===== src/rtl/sipo_frame_pkg.sv =====
// sipo_frame_pkg
// Shared definitions for the serial-in / parallel-out frame receiver.
//   DATA_W_DEF    : default number of data bits per frame
//   frame_state_t : receiver FSM state encoding
// Optional feature macro: SIPO_FRAME_PARITY_EN (adds the PARITY state).
package sipo_frame_pkg;

    localparam int DATA_W_DEF = 10;

`ifdef SIPO_FRAME_PARITY_EN
    typedef enum logic [1:0] {
        IDLE   = 2'd0,
        DATA   = 2'd1,
        PARITY = 2'd2,
        STOP   = 2'd3
    } frame_state_t;
`else
    typedef enum logic [1:0] {
        IDLE   = 2'd0,
        DATA   = 2'd1,
        STOP   = 2'd3
    } frame_state_t;
`endif

endpackage


===== src/rtl/sipo_shreg.sv =====
// sipo_shreg
// DATA_W-bit shift register for the frame receiver. Bits enter at the MSB
// and move toward the LSB, so after DATA_W shifts the first-received bit
// sits in bit 0.
// Ports:
//   i_clk      : clock, rising edge
//   i_reset    : synchronous active-high reset (clears the register)
//   i_shift_en : shift one bit in this cycle
//   i_din      : serial input bit
//   o_q        : current register contents
module sipo_shreg #(
    parameter int DATA_W = 10
) (
    input  logic              i_clk,
    input  logic              i_reset,
    input  logic              i_shift_en,
    input  logic              i_din,
    output logic [DATA_W-1:0] o_q
);

    logic [DATA_W-1:0] r_q;

    always_ff @(posedge i_clk) begin
        if (i_reset) begin
            r_q <= '0;
        end else if (i_shift_en) begin
            r_q <= {i_din, r_q[DATA_W-1:1]};
        end
    end

    assign o_q = r_q;

endmodule


===== src/rtl/sipo_frame_ctrl.sv =====
// sipo_frame_ctrl
// Serial frame receiver: start bit, DATA_W data bits (first bit -> LSB),
// optional even-parity bit, stop bit. One bit is consumed per cycle with
// bit_en=1. A good frame is committed into a holding register offered on a
// valid/ready handshake; sticky flags report bad stop bits, overruns and
// (optionally) parity errors.
// Optional feature macro: SIPO_FRAME_PARITY_EN (PARITY state + parity_err).
// Ports:
//   clk        : clock, rising edge
//   reset      : synchronous active-high reset
//   data_in    : serial line, sampled when bit_en=1
//   bit_en     : bit-time strobe
//   data_out   : held frame word
//   out_valid  : data_out holds an unconsumed word
//   out_ready  : downstream accepts the word when out_valid & out_ready
//   busy       : receiver not in IDLE
//   frame_err  : sticky, stop bit sampled at the wrong level
//   overrun    : sticky, frame completed while holding register full
//   err_clr    : clears sticky flags (a same-cycle set wins)
//   parity_err : sticky, parity mismatch (parity build only)
module sipo_frame_ctrl
    import sipo_frame_pkg::*;
#(
    parameter int   DATA_W   = DATA_W_DEF,
    parameter logic IDLE_LVL = 1'b1
) (
    input  logic              clk,
    input  logic              reset,
    input  logic              data_in,
    input  logic              bit_en,
    output logic [DATA_W-1:0] data_out,
    output logic              out_valid,
    input  logic              out_ready,
    output logic              busy,
    output logic              frame_err,
    output logic              overrun,
    input  logic              err_clr
`ifdef SIPO_FRAME_PARITY_EN
    ,
    output logic              parity_err
`endif
);

    localparam int CNT_W = $clog2(DATA_W);

    frame_state_t      r_state;
    frame_state_t      w_state_nxt;
    logic [CNT_W-1:0]  r_cnt;
    logic [DATA_W-1:0] w_shword;
    logic [DATA_W-1:0] r_data;
    logic              r_valid;
    logic              r_ferr;
    logic              r_ovr;

    logic w_last_bit;
    logic w_busy;
    logic w_start_det;
    logic w_shift_en;
    logic w_stop_smp;
    logic w_commit;
    logic w_bad_stop;
    logic w_accept;
    logic w_handshake;
    logic w_ovr_set;

    assign w_last_bit = (r_cnt == CNT_W'(DATA_W - 1));

    sipo_shreg #(
        .DATA_W (DATA_W)
    ) u_shreg (
        .i_clk      (clk),
        .i_reset    (reset),
        .i_shift_en (w_shift_en),
        .i_din      (data_in),
        .o_q        (w_shword)
    );

    // State register
    always_ff @(posedge clk) begin
        if (reset) begin
            r_state <= IDLE;
        end else begin
            r_state <= w_state_nxt;
        end
    end

    // Next-state logic: nothing moves without a bit strobe
    always_comb begin
        w_state_nxt = r_state;
        if (bit_en) begin
            case (r_state)
                IDLE: begin
                    if (data_in == ~IDLE_LVL) begin
                        w_state_nxt = DATA;
                    end
                end
                DATA: begin
                    if (w_last_bit) begin
`ifdef SIPO_FRAME_PARITY_EN
                        w_state_nxt = PARITY;
`else
                        w_state_nxt = STOP;
`endif
                    end
                end
`ifdef SIPO_FRAME_PARITY_EN
                PARITY:  w_state_nxt = STOP;
`endif
                STOP:    w_state_nxt = IDLE;
                default: w_state_nxt = IDLE;
            endcase
        end
    end

    // Output / control decode
    always_comb begin
        w_busy      = (r_state != IDLE);
        w_start_det = bit_en && (r_state == IDLE) && (data_in == ~IDLE_LVL);
        w_shift_en  = bit_en && (r_state == DATA);
        w_stop_smp  = bit_en && (r_state == STOP);
        w_commit    = w_stop_smp && (data_in == IDLE_LVL);
        w_bad_stop  = w_stop_smp && (data_in != IDLE_LVL);
    end

    assign w_handshake = r_valid && out_ready;
    // A word can land if the register is empty or is being emptied this cycle
    assign w_accept    = w_commit && (!r_valid || out_ready);
    assign w_ovr_set   = w_commit && r_valid && !out_ready;

    // Bit counter
    always_ff @(posedge clk) begin
        if (reset) begin
            r_cnt <= '0;
        end else if (w_start_det) begin
            r_cnt <= '0;
        end else if (w_shift_en) begin
            r_cnt <= w_last_bit ? '0 : r_cnt + CNT_W'(1);
        end
    end

    // Holding register and handshake
    always_ff @(posedge clk) begin
        if (reset) begin
            r_data  <= '0;
            r_valid <= 1'b0;
        end else if (w_accept) begin
            r_data  <= w_shword;
            r_valid <= 1'b1;
        end else if (w_handshake) begin
            r_valid <= 1'b0;
        end
    end

    // Sticky flags: set has priority over clear
    always_ff @(posedge clk) begin
        if (reset) begin
            r_ferr <= 1'b0;
            r_ovr  <= 1'b0;
        end else begin
            if (w_bad_stop) begin
                r_ferr <= 1'b1;
            end else if (err_clr) begin
                r_ferr <= 1'b0;
            end
            if (w_ovr_set) begin
                r_ovr <= 1'b1;
            end else if (err_clr) begin
                r_ovr <= 1'b0;
            end
        end
    end

`ifdef SIPO_FRAME_PARITY_EN
    logic r_perr;
    logic w_par_bad;

    // Even parity: expected parity bit equals XOR of the data bits
    assign w_par_bad = bit_en && (r_state == PARITY) && (data_in != ^w_shword);

    always_ff @(posedge clk) begin
        if (reset) begin
            r_perr <= 1'b0;
        end else if (w_par_bad) begin
            r_perr <= 1'b1;
        end else if (err_clr) begin
            r_perr <= 1'b0;
        end
    end

    assign parity_err = r_perr;
`endif

    assign data_out  = r_data;
    assign out_valid = r_valid;
    assign busy      = w_busy;
    assign frame_err = r_ferr;
    assign overrun   = r_ovr;

endmodule


===== config.mk =====
export PLATFORM = sky130hd
export DESIGN_NAME = sipo_frame_ctrl
export DESIGN_NICKNAME = d
export VERILOG_FILES = /design/src/rtl/sipo_frame_pkg.sv /design/src/rtl/sipo_shreg.sv /design/src/rtl/sipo_frame_ctrl.sv
export SDC_FILE = /design/constraint.sdc
export NUM_CORES = 1
export LEC_CHECK = 0
export ABC_AREA = 1
export CORE_MARGIN = 2
export CORE_UTILIZATION = 41
export DETAILED_ROUTE_END_ITERATION = 8
export PLACE_DENSITY_LB_ADDON = 0.3
export RECOVER_POWER = 25
export SLEW_MARGIN = 10
export SYNTH_ARGS = -nofsm -noshare
export SYNTH_HDL_FRONTEND = slang
export SYNTH_SLANG_ARGS = --single-unit

===== constraint.sdc =====
create_clock -name clk -period 2.4 [get_ports clk]
set_input_delay 0.24 -clock clk [delete_from_list [all_inputs] [get_ports clk]]
set_output_delay 0.24 -clock clk [all_outputs]
set_load 0.1 [all_outputs]

### Word level (Yosys, flattened, before mapping)

Cells that the tools add are included.

| operators by class | value |
|---|---|
| equality and inequality tests | 5 |
| bitwise gates (word level) | 1 |
| muxes and demuxes | 9 |
| reductions and logical operators | 20 |
| add/subtract/negate cells | 1 |

Operator list:

| operator | count |
|---|---|
| $logic_and A1 B1 Y1 | 10 |
| $reduce_bool A2 Y1 | 4 |
| $mux W1 | 5 |
| $add A4 B1 Y4 const B | 1 |
| $eq A4 B4 Y1 const B | 1 |
| $mux W2 | 2 |
| $mux W4 | 1 |
| $ne A2 B2 Y1 const B | 2 |
| $pmux W2 S2 | 1 |
| $reduce_and A3 Y1 | 1 |
| $eq A2 B1 Y1 const B | 1 |
| $eq A2 B2 Y1 const B | 1 |
| $logic_not A1 Y1 | 2 |
| $logic_not A2 Y1 | 1 |
| $reduce_or A2 Y1 | 1 |
| $logic_or A1 B1 Y1 | 1 |
| $not A1 Y1 | 1 |

| storage, ports and cells | value |
|---|---|
| output and inout port bits | 14 |
| input port bits | 6 |
| flip-flop bits (word level) | 29 |
| word-level logic and storage cells | 43 |

### Longest topological paths before layout

| logic depth | value |
|---|---|
| word-level depth | 6 |
| gate-level depth with buffers | 6 |
| depth with buffers taken out | 6 |

### By module

A second synthesis with hierarchy kept.

| second synthesis, totals | value |
|---|---|
| cells, all modules | 192 |
| area, all modules | 1291.2 µm² |

Modules (own cells, without submodules):

| module | cells each | area each (µm²) | instances | sequential area each (µm²) |
|---|---|---|---|---|
| sipo_frame_ctrl | 129 | 872.1 | 1 | 380.4 |
| sipo_shreg | 63 | 419.2 | 1 | 200.2 |

### Least setup slack after synthesis

OpenSTA, ideal clock, no wires.

| path | value |
|---|---|
| path kind | register -> register |
| start | reg r_valid (netlist: out_valid) |
| end | reg r_data[2] (netlist: data_out[2]) |
| setup time | 0.065 ns |
| buffers on the path | 1 |
| slack | 0.823 ns |
| required time | 2.335 ns |
| cell stages (with the launch flop) | 6 |
| clock period less this slack | 1.577 ns |
| arrival | 1.512 ns |
| cells stage by stage | dfxtp_1 nand2_1 buf_2 nand4_1 nand2_1 nor2_1 |

| between the ends | value |
|---|---|
| cells in the longest elaborated chain, start to end | 3 |

Ends and longest elaborated chain:

| item | RTL line | RTL |
|---|---|---|
| start, declared | sipo_frame_ctrl.sv:51 | `logic r_valid;` |
| start signal, assigned | sipo_frame_ctrl.sv:145 | `r_valid <= 1'b0;` |
| start signal, assigned | sipo_frame_ctrl.sv:148 | `r_valid <= 1'b1;` |
| start signal, assigned | sipo_frame_ctrl.sv:150 | `r_valid <= 1'b0;` |
| $logic_not A1 Y1 | sipo_frame_ctrl.sv:127 | `assign w_accept = w_commit && (!r_valid \|\| out_ready);` |
| $logic_or A1 B1 Y1 | sipo_frame_ctrl.sv:127 |  |
| $logic_and A1 B1 Y1 | sipo_frame_ctrl.sv:127 |  |
| end signal, assigned | sipo_frame_ctrl.sv:147 | `r_data <= w_shword;` |
| end, declared | sipo_frame_ctrl.sv:50 | `logic [DATA_W-1:0] r_data;` |

Every way passes these cells.
A chain may end at the register's enable or synchronous reset.

### Worst setup path after layout

| path | value |
|---|---|
| start | reg r_data[0] (netlist: data_out[0]) |
| end | out data_out[0] |

RTL lines:

| item | RTL line | RTL |
|---|---|---|
| end, declared | sipo_frame_ctrl.sv:31 | `output logic [DATA_W-1:0] data_out,` |

No word-level cell between the ends.

==> results.toml <==
[floorplan]
die_area_mm2 = 0.00327
core_mm2 = 0.00271
start_util = 0.428
die_y_um = 57.2
pin_count = 20
core.rowCount = 19
die_w_um = 57.2

[flow_run]
max_cap_violations = 0

[routing]
vias = 1049
ant_nets = 0
drt-total-wl_mm = 2.19
drt_iter0_drc = 25
viasPerCell = 4.97
post_drt_wl_per_cell_um = 10.4
drc = 0
first_pass_iters = 4

[synth]
synth_area_per_cell_um2 = 7.24
yosys.area.top_type = "dfxtp_1"
synthTopCellsByCount = "dfxtp_1 (29), nand2_1 (27), nor2_1 (27)"
yosysMostFrequentCell = "dfxtp_1"
synth-edff-count = 0
ys_seq_area_frac = 0.501
ys_async_sr_fraction = 0
synth_ff_type = "dfxtp_1"
synth_seq_cells = 29
synth.top_cell.area_share = 0.501
synthCells = 160
synth_nets = 166
syn_area_mm2 = 0.00116
synth_cell_types = 15
yosys-top-cells-area = "dfxtp_1 (50%), nand2_1 (8.7%), nor2_1 (8.7%)"
yosys_warnings = 0

[timing]
hold_violations = 0
drv_slew = 0
fin_crit_sh = 0.732
fin_ws_ns = 0.644
fin_setup_tns_ns = 0
min_period_ns = 1.76
setup_viol = 0
fmax_ghz = 0.569
skew_ns = 0.00768
tightest_slew_ns = 1.17
relSlewSlack = 0.222
rsz0062_at_grt = "no"

[cells_and_area]
multi_input_area_um2 = 462
area_growth_pct = 17.0
drive_gt1_frac = 0.0889
seqCellArea_um2 = 581
nFillCells = 298
layout.nets = 185
n_antenna_cell = 0
final_area_mm2 = 0.00136

[global_route]
antenna_found_initial = 0
grt_pass1_wl_mm = 3.75
first_global_vias = 896
gr-usage-all-layers = 0.149
grt_max_degree = 24
grt-ovfl-total = 0

[clock_network]
cts_buffer_depth = 2
cts_tree = "yes"
cts_hold_buf = 0
cts-resized-gates = 0
htreeDepth = 2
cts_inserted_buffers = 5
cts_setup_buffers = 0
cts_root_buf = "clkbuf_4"
cts.clk_slew.worst_paths_ns = 0.09
clk_latency_ns = 0.32
cts.sinks = 29

[worst_setup_path]
critPathRequiredTime_ns = 2.16
rrSetupSlack_ns = 0.89
crit_fanout = 2
endpoint_kind = "output pin"
crit_arrival_ns = 1.52
worst_path_max_delay_cell = "clkbuf_1"
critPathKind = "reg -> out"
critPathBufInv = 1
crit_chain = "clkbuf_1"
startpoint = "data_out[0]$_SDFFE_PP0P_"
cpPeakStageDelay_ns = 0.86
crit_family = "buffers and inverters"
r2r_start = "r_state[1]$_SDFFE_PP0P_"
worstSetupStartpointType = "register"

[outcome]
status = "finished clean"

[placement]
place.gp.congestion = 0.726
pre_cts_ws_ns = 0.494
dp_hpwl_mm = 1.58
numPortBuffers = 19
dpl_cell_area_mm2 = 0.00132

[pwr]
power.leakage_nw = 0.539
ir_drop_mv = 0.503
power_mw = 0.896
power.density_mw_per_mm2 = 661

[hold_path]
hold_path.class = "reg -> reg"
min_from = "u_shreg.o_q[0]$_SDFFE_PP0P_"
==> power breakdown <==
part	leakage, nW	internal [mW]	total (mW)	switching [mW]
combinational	0.263	0.0201	0.0625	0.0424
sequential	0.235	0.492	0.497	0.00526
clock	0.0413	0.170	0.337	0.167
==> routing by layer <==
| metal | global-route usage | vias to the layer above | wire length (µm) |
|---|---|---|---|
| li1 | - | 551 | - |
| met1 | 0.191 | 479 | 1060 |
| met2 | 0.223 | 15 | 1000 |
| met3 | 0.0544 | 4 | 95 |
| met4 | 0.0698 | 0 | 36 |
| met5 | 0 | - | 0 |
==> area by class of cell <==
| cell class | count | share of cell area |
|---|---|---|
| clock buffers | 7 | 0.0480 |
| clock inverters | 1 | 0.00369 |
| inverters | 22 | 0.0609 |
| multi-input cells | 102 | 0.341 |
| flip-flops and latches | 29 | 0.428 |
| well taps | 31 | 0.0286 |
| repair buffers | 19 | 0.0896 |
==> cells by family after synthesis <==
group	Yosys count	synth area share
AOI/OAI and AO/OA	30	0.130
buffers and inverters	29	0.100
and+or+nand+nor	72	0.269
DFF	29	0.501
==> state kept, by name (all words and copies together) (netlist names) <==
signal	count
data_out	10
frame_err	1
out_valid	1
overrun	1
r_cnt	4
r_state	2
u_shreg.o_q	10
==> stage by stage <==
stage	instances	utilization	hold WS, ns
4_1_cts	211	0.512	0.464
3_3_place_gp	203	0.487	0.447
5_1_grt	211	0.500	0.495
2_1_floorplan	160	-	0.309
3_5_place_dp	203	0.487	0.451
6_report	211	0.500	0.470
==> worst paths after layout <==
kind	cells past startpoint	endpoint
setup / recovery	1	data_out[0]
hold / removal	2	u_shreg.o_q[0]$_SDFFE_PP0P_
setup reg to reg	4	u_shreg.o_q[5]$_SDFFE_PP0P_
hold reg to reg	2	u_shreg.o_q[0]$_SDFFE_PP0P_
==> layout by cell type, fill, tap and decap left out, types with 5 or more instances in the layout <==
master / synthesis / routed
clkbuf_4: 0 / 5
nand2_1: 27 / 27
buf_4: 1 / 5
o21ai_0: 13 / 13
a21oi_1: 17 / 17
inv_1: 21 / 21
clkbuf_1: 3 / 9
dfxtp_1: 29 / 29
nor2_1: 27 / 27
nand4_1: 11 / 11
(Power assumes the default switching activity.)
